<file path="config.mk">
export PLATFORM = sky130hd
export DESIGN_NAME = ad7124_measure_sched
export DESIGN_NICKNAME = d
export VERILOG_FILES = /design/src/rtl/ad7124_measure_sched.sv
export SDC_FILE = /design/constraint.sdc
export NUM_CORES = 1
export LEC_CHECK = 0
export ABC_AREA = 1
export CAP_MARGIN = 40
export CORE_MARGIN = 3
export CORE_UTILIZATION = 60
export CTS_BUF_LIST = sky130_fd_sc_hd__clkbuf_4
export CTS_CLUSTER_SIZE = 8
export DETAILED_ROUTE_END_ITERATION = 7
export DONT_BUFFER_PORTS = 1
export PLACE_DENSITY_LB_ADDON = 0.05
export SLEW_MARGIN = 20
export SYNTH_ARGS = -nofsm -noshare
export SYNTH_HDL_FRONTEND = slang
export SYNTH_SLANG_ARGS = --single-unit
</file>
<file path="constraint.sdc">
create_clock -name aclk -period 2.5 [get_ports aclk]
set_input_delay 0.125 -clock aclk [delete_from_list [all_inputs] [get_ports aclk]]
set_output_delay 0.125 -clock aclk [all_outputs]
set_load 0.05 [all_outputs]
</file>
<file path="src/rtl/ad7124_measure_sched.sv">
// rtl/ad7124_measure_sched.sv - PPS-divided measurement trigger sequencer for the AD7124 acquisition core
// Optional feature macro: AD7124_SCHED_SW_TRIG_EN adds the sw_trig input.
module ad7124_measure_sched #(
    parameter int unsigned TIMEOUT_CYCLES = 100000000,
    parameter int unsigned CNT_WIDTH      = 16
) (
    input  logic                 aclk,
    input  logic                 aresetn,
    input  logic                 enable,
    input  logic                 pps_in,
    input  logic [7:0]           period_sec,
    input  logic [31:0]          rtc_sec,
    input  logic [31:0]          rtc_nsec,
    input  logic                 clear_cnt,
`ifdef AD7124_SCHED_SW_TRIG_EN
    input  logic                 sw_trig,
`endif
    output logic                 measure_start,
    input  logic                 measure_ready,
    input  logic                 measure_done,
    output logic                 busy,
    output logic [31:0]          ts_sec,
    output logic [31:0]          ts_nsec,
    output logic                 ts_valid,
    output logic [CNT_WIDTH-1:0] overrun_cnt,
    output logic [CNT_WIDTH-1:0] timeout_cnt
);

    localparam int unsigned TW = (TIMEOUT_CYCLES > 2) ? $clog2(TIMEOUT_CYCLES) : 1;
    localparam logic [TW-1:0] TMO_LAST = TW'(TIMEOUT_CYCLES - 1);

    typedef enum logic [1:0] {S_IDLE, S_START, S_RUN, S_DONE} state_t;

    state_t               state_q, state_d;
    logic [2:0]           pps_sync_q;
    logic [7:0]           pps_div_q, pps_div_d;
    logic [TW-1:0]        tmo_q, tmo_d;
    logic [31:0]          shadow_sec_q, shadow_sec_d, shadow_nsec_q, shadow_nsec_d;
    logic [31:0]          ts_sec_q, ts_sec_d, ts_nsec_q, ts_nsec_d;
    logic                 ts_valid_q, ts_valid_d;
    logic [CNT_WIDTH-1:0] ovr_q, ovr_d, tcnt_q, tcnt_d;
    logic                 pps_rise, pps_tick, pps_trig, trig, timeout_evt;
    logic [7:0]           pps_lim;

    // Bits [1:0] form the synchronizer; bit 2 is the edge-detect history.
    assign pps_rise = pps_sync_q[1] & ~pps_sync_q[2];
    assign pps_lim  = (period_sec == 8'd0) ? 8'd0 : period_sec - 8'd1;
    assign pps_tick = pps_rise & enable;
    // >= rather than == so a shrinking period_sec cannot strand the divider above the limit.
    assign pps_trig = pps_tick & (pps_div_q >= pps_lim);

`ifdef AD7124_SCHED_SW_TRIG_EN
    assign trig = pps_trig | sw_trig;
`else
    assign trig = pps_trig;
`endif

    always_comb begin
        pps_div_d = pps_div_q;
        if (!enable) begin
            pps_div_d = 8'd0;
        end else if (pps_tick) begin
            pps_div_d = pps_trig ? 8'd0 : pps_div_q + 8'd1;
        end
    end

    always_comb begin
        state_d       = state_q;
        tmo_d         = tmo_q;
        shadow_sec_d  = shadow_sec_q;
        shadow_nsec_d = shadow_nsec_q;
        ts_sec_d      = ts_sec_q;
        ts_nsec_d     = ts_nsec_q;
        ts_valid_d    = 1'b0;
        timeout_evt   = 1'b0;
        case (state_q)
            S_IDLE: begin
                tmo_d = '0;
                if (trig) state_d = S_START;
            end
            S_START: begin
                tmo_d = tmo_q + TW'(1);
                if (measure_ready) begin
                    shadow_sec_d  = rtc_sec;
                    shadow_nsec_d = rtc_nsec;
                    state_d       = measure_done ? S_DONE : S_RUN;
                end else if (tmo_q == TMO_LAST) begin
                    timeout_evt = 1'b1;
                    state_d     = S_IDLE;
                end
            end
            S_RUN: begin
                tmo_d = tmo_q + TW'(1);
                if (measure_done) begin
                    state_d = S_DONE;
                end else if (tmo_q == TMO_LAST) begin
                    timeout_evt = 1'b1;
                    state_d     = S_IDLE;
                end
            end
            S_DONE: begin
                ts_sec_d   = shadow_sec_q;
                ts_nsec_d  = shadow_nsec_q;
                ts_valid_d = 1'b1;
                state_d    = S_IDLE;
            end
            default: state_d = S_IDLE;
        endcase
    end

    // Saturating counters; a clear wins over a coincident increment.
    always_comb begin
        ovr_d  = ovr_q;
        tcnt_d = tcnt_q;
        if (clear_cnt) begin
            ovr_d  = '0;
            tcnt_d = '0;
        end else begin
            if (trig && (state_q != S_IDLE) && !(&ovr_q)) ovr_d = ovr_q + CNT_WIDTH'(1);
            if (timeout_evt && !(&tcnt_q)) tcnt_d = tcnt_q + CNT_WIDTH'(1);
        end
    end

    always_ff @(posedge aclk) begin
        if (!aresetn) begin
            state_q       <= S_IDLE;
            pps_sync_q    <= 3'b000;
            pps_div_q     <= 8'd0;
            tmo_q         <= '0;
            shadow_sec_q  <= 32'd0;
            shadow_nsec_q <= 32'd0;
            ts_sec_q      <= 32'd0;
            ts_nsec_q     <= 32'd0;
            ts_valid_q    <= 1'b0;
            ovr_q         <= '0;
            tcnt_q        <= '0;
        end else begin
            state_q       <= state_d;
            pps_sync_q    <= {pps_sync_q[1:0], pps_in};
            pps_div_q     <= pps_div_d;
            tmo_q         <= tmo_d;
            shadow_sec_q  <= shadow_sec_d;
            shadow_nsec_q <= shadow_nsec_d;
            ts_sec_q      <= ts_sec_d;
            ts_nsec_q     <= ts_nsec_d;
            ts_valid_q    <= ts_valid_d;
            ovr_q         <= ovr_d;
            tcnt_q        <= tcnt_d;
        end
    end

    assign measure_start = (state_q == S_START);
    assign busy          = (state_q != S_IDLE);
    assign ts_sec        = ts_sec_q;
    assign ts_nsec       = ts_nsec_q;
    assign ts_valid      = ts_valid_q;
    assign overrun_cnt   = ovr_q;
    assign timeout_cnt   = tcnt_q;

endmodule

</file>
# Yosys cells after proc, flatten, opt, wreduce, memory -nomap -nowiden
# Cells that the tools add are included.
op_classes:
  add_sub_neg: 5
  magnitude_cmp: 1
  eq_ne: 5
  muxes: 14
  bitwise_logic: 5
  reduce_logical: 15
op_table:
  columns: ["op", "count"]
  rows:
  - ["$pmux W27 S2", 1]
  - ["$add A16 B1 Y16 const B", 2]
  - ["$reduce_and A16 Y1", 2]
  - ["$add A27 B1 Y27 const B", 1]
  - ["$eq A27 B27 Y1 const B", 1]
  - ["$mux W8", 2]
  - ["$add A8 B1 Y8 const B", 1]
  - ["$ge A8 B8 Y1", 1]
  - ["$logic_not A8 Y1", 1]
  - ["$mux W2", 4]
  - ["$pmux W2 S4", 1]
  - ["$sub A8 B1 Y8 const B", 1]
  - ["$mux W1", 5]
  - ["$eq A2 B2 Y1 const B", 2]
  - ["$reduce_and A2 Y1", 2]
  - ["$reduce_bool A2 Y1", 2]
  - ["$reduce_or A2 Y1", 2]
  - ["$and A1 B1 Y1", 3]
  - ["$logic_and A1 B1 Y1", 3]
  - ["$eq A2 B1 Y1 const B", 1]
  - ["$logic_not A1 Y1", 2]
  - ["$logic_not A2 Y1", 1]
  - ["$ne A2 B2 Y1 const B", 1]
  - ["$not A1 Y1", 2]
  - ["$pmux W1 S2", 1]
word_totals:
  regBits: 201
  inputBits: 79
  output_inout_bits: 99
  wordCells: 56

# Longest topological paths before layout
depth:
  depth_word: 6
  depth_mapped: 21
  ltp_nobuf: 21

# Least setup slack after synthesis
# OpenSTA, ideal clock, no wires.
synth_timing:
  kind: "input to register"
  startpoint: "input port period_sec[0]"
  endpoint: "register ovr_q[10], in the netlist overrun_cnt[10]"
  setup_time_ps: 70
  arrival_time_ps: 2156
  required_time_ps: 2430
  slack_ps: 273
  stages: 19
  path_buffers: 1
  path_cell_list: "inv_1 ha_1 nand2_1 inv_1 nand2_1 nor3_1 or2_2 ha_1 inv_1 nor2_1 o21bai_1 nand2_1 nand2_1 nand2_1 nand2_1 nor2_4 buf_4 nand3_1 a21oi_1"
synth_via:
  elab_chain_cells: 6
  word_cells_on_any_way: 7
  classes_between: "add/sub (1); order compare (1); mux (1); bitwise (1); reduce/logical (3)"
synth_lines:
  columns: ["element", "line", "text"]
  rows:
  - ["from (decl)", "11", "input logic [7:0] period_sec,"]
  - ["$sub A8 B1 Y8 / $logic_not A8 Y1 (equally long branches)", "47", "assign pps_lim = (period_sec == 8'd0) ? 8'd0 : period_sec - 8'd1;"]
  - ["$mux W8 *", "47", null]
  - ["$ge A8 B8 Y1 *", "50", "assign pps_trig = pps_tick & (pps_div_q >= pps_lim);"]
  - ["$and A1 B1 Y1 *", "50", null]
  - ["$logic_and A1 B1 Y1 * (2 in series)", "119", "if (trig && (state_q != S_IDLE) && !(&ovr_q)) ovr_d = ovr_q + CNT_WIDTH'(1);"]
  - ["to (signal assigned)", "147", "ovr_q <= ovr_d;"]
  - ["to (decl)", "41", "logic [CNT_WIDTH-1:0] ovr_q, ovr_d, tcnt_q, tcnt_d;"]
# Every way passes the cells marked *; elsewhere a longest branch is shown, timed or not.
# A chain may end at the register's enable or synchronous reset.

# Final worst setup path
layout_timing:
  startpoint: "register state_q[1]"
  endpoint: "register state_q[0]"
layout_via:
  elab_chain_cells: 2
  word_cells_on_any_way: 6
  classes_between: "eq/ne (4); mux (1); reduce/logical (1)"
layout_lines:
  columns: ["element", "line", "text"]
  rows:
  - ["from (decl)", "34", "state_t state_q, state_d;"]
  - ["from (signal assigned)", "138", "state_q <= state_d;"]
  - ["$eq A2 B2 Y1, or another cell as far along", "76", "case (state_q)"]
  - ["$pmux W2 S4 / $ne A2 B2 Y1 (equally long branches)", null, null]
# Parallel ways exist; a longest one is shown, timed or not.

==> run metrics <==
clk buf depth=3; Post-Synth XOR/XNOR Area=roughly 1.8%; global-route wire length before repair=36.4 mm; FMAX=approximately 430 MHz; Worst EP required=roughly 3 ns; Mapped Cells=1199; ys flop type=dfxtp_1; critical path arrival=2.79 ns; GR Overflow Total=0; register bit total from synthesis=201; Skew-Pair Late Insertion Delay=around 0.67 ns; post-DR wirelength/cell=about 14 um; Reg area=a little over 0.004 sq mm; Area contributors post-synth=dfxtp_1, nor2_1, o21ai_0; # IOs=178; max-slew violations=0; area leader, netlist=dfxtp_1; crit path kind=reg -> reg; DRT Pass-1 Iters=4; vias in the first global route=7815; die area=~0.016 sq mm; Synth cell types=39; share of cells above drive strength 1=a little under an eighth; Synth Cell Area=0.00868 sq mm; Core Area=0.0140 sq mm; post-route minimum period=roughly 2.3 ns; drt total wl=roughly 22 mm; DR vias/cell=~5.3; hpwl dp=~13 mm; Post-CTS Setup Inserts=0; gp weighted congestion=0.860; Max Clock Skew=~0.067 ns; Fin Setup TNS=0 ns; RSZ-0062 raised after global routing=false; normalized max-slew margin=49.8%; multi-input combinational cell area=0.00411 sq mm; final hold slack=0.168 ns; routed vias=~8000; Die Wd=about 130 um; post-synthesis compound-gate area fraction=around an eighth; # setup viols final=0; Peak VDD IR=0.468 mV; top cell type's share of synthesized area=a little under half; Antenna Nets Post-Route=0; Max Cap Viol=0; largest family of logic cells by synthesized area=simple AND/OR/NAND/NOR gates; initial antenna violation count=1; Final Hold Viols=0; Num CTS Buffers=52; Yosys warnings=0; crit path max fanout=65; Seq/Total Area, Yosys=~46%; Layout area overhead=20.1%; final period utilization=92.0%; largest net degree at the start of global routing=around 140; drt initial violations=490; CTS HTree Levels=2; Post-Layout Cell Count=1542; PD cells=just over 600 mW/mm^2; clock root cell=clkbuf_4; CP Capture Type=flop; pin slew with the least headroom to its limit=0.752 ns; Global Route Usage Sum=26.9%; Die H=roughly 130 um; Startpoint Class=flop; DRC=0; port bufs=0; Post-Place Cells=1369; nets@finish=approximately 1400; mux share of post-synthesis cell area=0%; Syn Nets=between 1000 and 1500; Simple-Gate Fraction of Synth Area=30.2%; area share of fa/ha/maj cells after synthesis=about 2.7%; Post-synth EDFFs=0; CTS tree=done; FP Rows=43; Reg clk slew, reported paths=around 0.070 ns; starting density of the core=a little over 60%; fillcell total=1108; ys async rst share=0%; Pleak=roughly 4.4 nW; min-delay worst type=in -> reg; clk sink count=201; outcome=completed; syn_area_per_cell=just over 7 sq um
[path summary, 6_finish.rpt]
| path | from | endpoint | slack [ns] | cells past startpoint |
|---|---|---|---|---|
| setup / recovery | state_q[1]$_SDFFE_PN0P_ | state_q[0]$_SDFFE_PN0P_ | 0.20 | 8 |
| hold / removal | rtc_sec[24] | shadow_sec_q[24]$_SDFFE_PN0P_ | 0.17 | 3 |
| setup reg to reg | state_q[1]$_SDFFE_PN0P_ | state_q[0]$_SDFFE_PN0P_ | 0.20 | 8 |
| hold reg to reg | pps_sync_q[1]$_SDFF_PN0_ | pps_sync_q[2]$_SDFF_PN0_ | 0.43 | 2 |
[registers in the layout (all words and copies together), names as in the netlist]
register	flops
state_q	2
shadow_nsec_q	32
overrun_cnt	16
ts_sec	32
tmo_q	27
ts_valid	1
pps_div_q	8
ts_nsec	32
pps_sync_q	3
shadow_sec_q	32
timeout_cnt	16
[metal layers]
metal | GRT usage [%] | wire length (um) | share of wire, % | vias to the layer above
met5 | 0 | 0 | 0 | -
met4 | 10.1 | 593 | 2.7 | 0
met3 | 6.96 | 1530 | 7.0 | 53
met2 | 45.0 | 10400 | 48 | 296
met1 | 33.7 | 9230 | 42 | 3627
li1 | - | - | - | 4135
[critical path, cell delays in order (launching register included)]
cell           delay, ns
dfxtp_1             0.41
inv_1               0.12
ha_1                0.24
nand2_2             0.13
buf_6               0.37
a21oi_1             0.12
a31oi_1             0.16
dlygate4sd3_1       0.58
a21oi_1             0.06
[layout make-up]
cell class | count | area share, %
diodes | 2 | 0.0480
clock buffers | 74 | 5.33
clock inverters | 22 | 0.876
inverters | 91 | 3.30
multi-input cells | 857 | 39.4
flip-flops and latches | 201 | 38.6
well taps | 180 | 2.16
repair buffers | 115 | 10.3
[per-stage QoR]
stage | instance area, sq um | util [%] | setup WS (ns) | power [mW]
floorplan | 8680 | - | 0.273 | 3.67
global placement | 9000 | 64.3 | 0.00436 | 3.71
detailed placement | 9000 | 64.3 | -0.0927 | 3.72
CTS | 10400 | 74.4 | 0.0746 | 6.54
global route | 10400 | 74.5 | 0.0453 | 6.81
finish | 10400 | 74.5 | 0.200 | 6.50
[cells in the final DEF (no fill, tap or decap), drive strengths merged, types with 2 or more instances in the layout]
master,Yosys,final
a21oi,48,48
a31oi,4,4
buf,10,41
clkbuf,40,74
clkinv,0,21
dfxtp,201,201
diode,0,2
dlygate4sd3,0,74
ha,19,19
inv,91,91
nand2,148,148
nand3,48,48
nand3b,3,3
nand4,17,17
nor2,354,354
nor3,24,24
nor3b,4,4
nor4,6,6
o21a,2,2
o21ai,153,153
or2,5,5
xnor2,4,4
xor2,14,14
[kinds of logic (layout without fill, tap and decap cells)]
logic type	count (synthesis)	in the layout
and+or+nand+nor	609	609
AOI/OAI and AO/OA	211	211
DFF	201	201
other	0	2
buffers and inverters	141	302
adders and majority gates	19	19
xor gates and xnor gates	18	18
[repair_timing]
action                                 4_1_cts  5_1_grt
endpoints found under the hold margin      176        0
hold buffers                                75        0
gates resized for setup                      0        1
setup endpoints to repair                    0        1
[synth_stat cells (2+ instances only)]
| cell type | n |
|---|---|
| nor2_1 | 341 |
| dfxtp_1 | 201 |
| o21ai_0 | 152 |
| nand2_1 | 141 |
| inv_1 | 88 |
| a21oi_1 | 47 |
| nand3_1 | 45 |
| clkbuf_1 | 40 |
| nor3_1 | 20 |
| ha_1 | 19 |
| nand4_1 | 16 |
| xor2_1 | 14 |
| nor2_2 | 9 |
| nand2_2 | 7 |
| nor4_1 | 6 |
| or2_2 | 5 |
| a31oi_1 | 4 |
| buf_2 | 4 |
| nor2_4 | 4 |
| xnor2_1 | 4 |
| buf_1 | 3 |
| inv_2 | 3 |
| nand3b_1 | 3 |
| nor3_4 | 3 |
| nor3b_1 | 3 |
| buf_6 | 2 |
| nand3_2 | 2 |
| o21a_1 | 2 |
[report_power, final]
group	internal (mW)	total (mW)	switching [mW]
Sequential	3.29	3.34	0.0505
Combinational	0.193	0.449	0.256
Clock	1.37	2.71	1.34
Total	4.85	6.50	1.64
No activity file was read; power rests on OpenSTA's default activity.
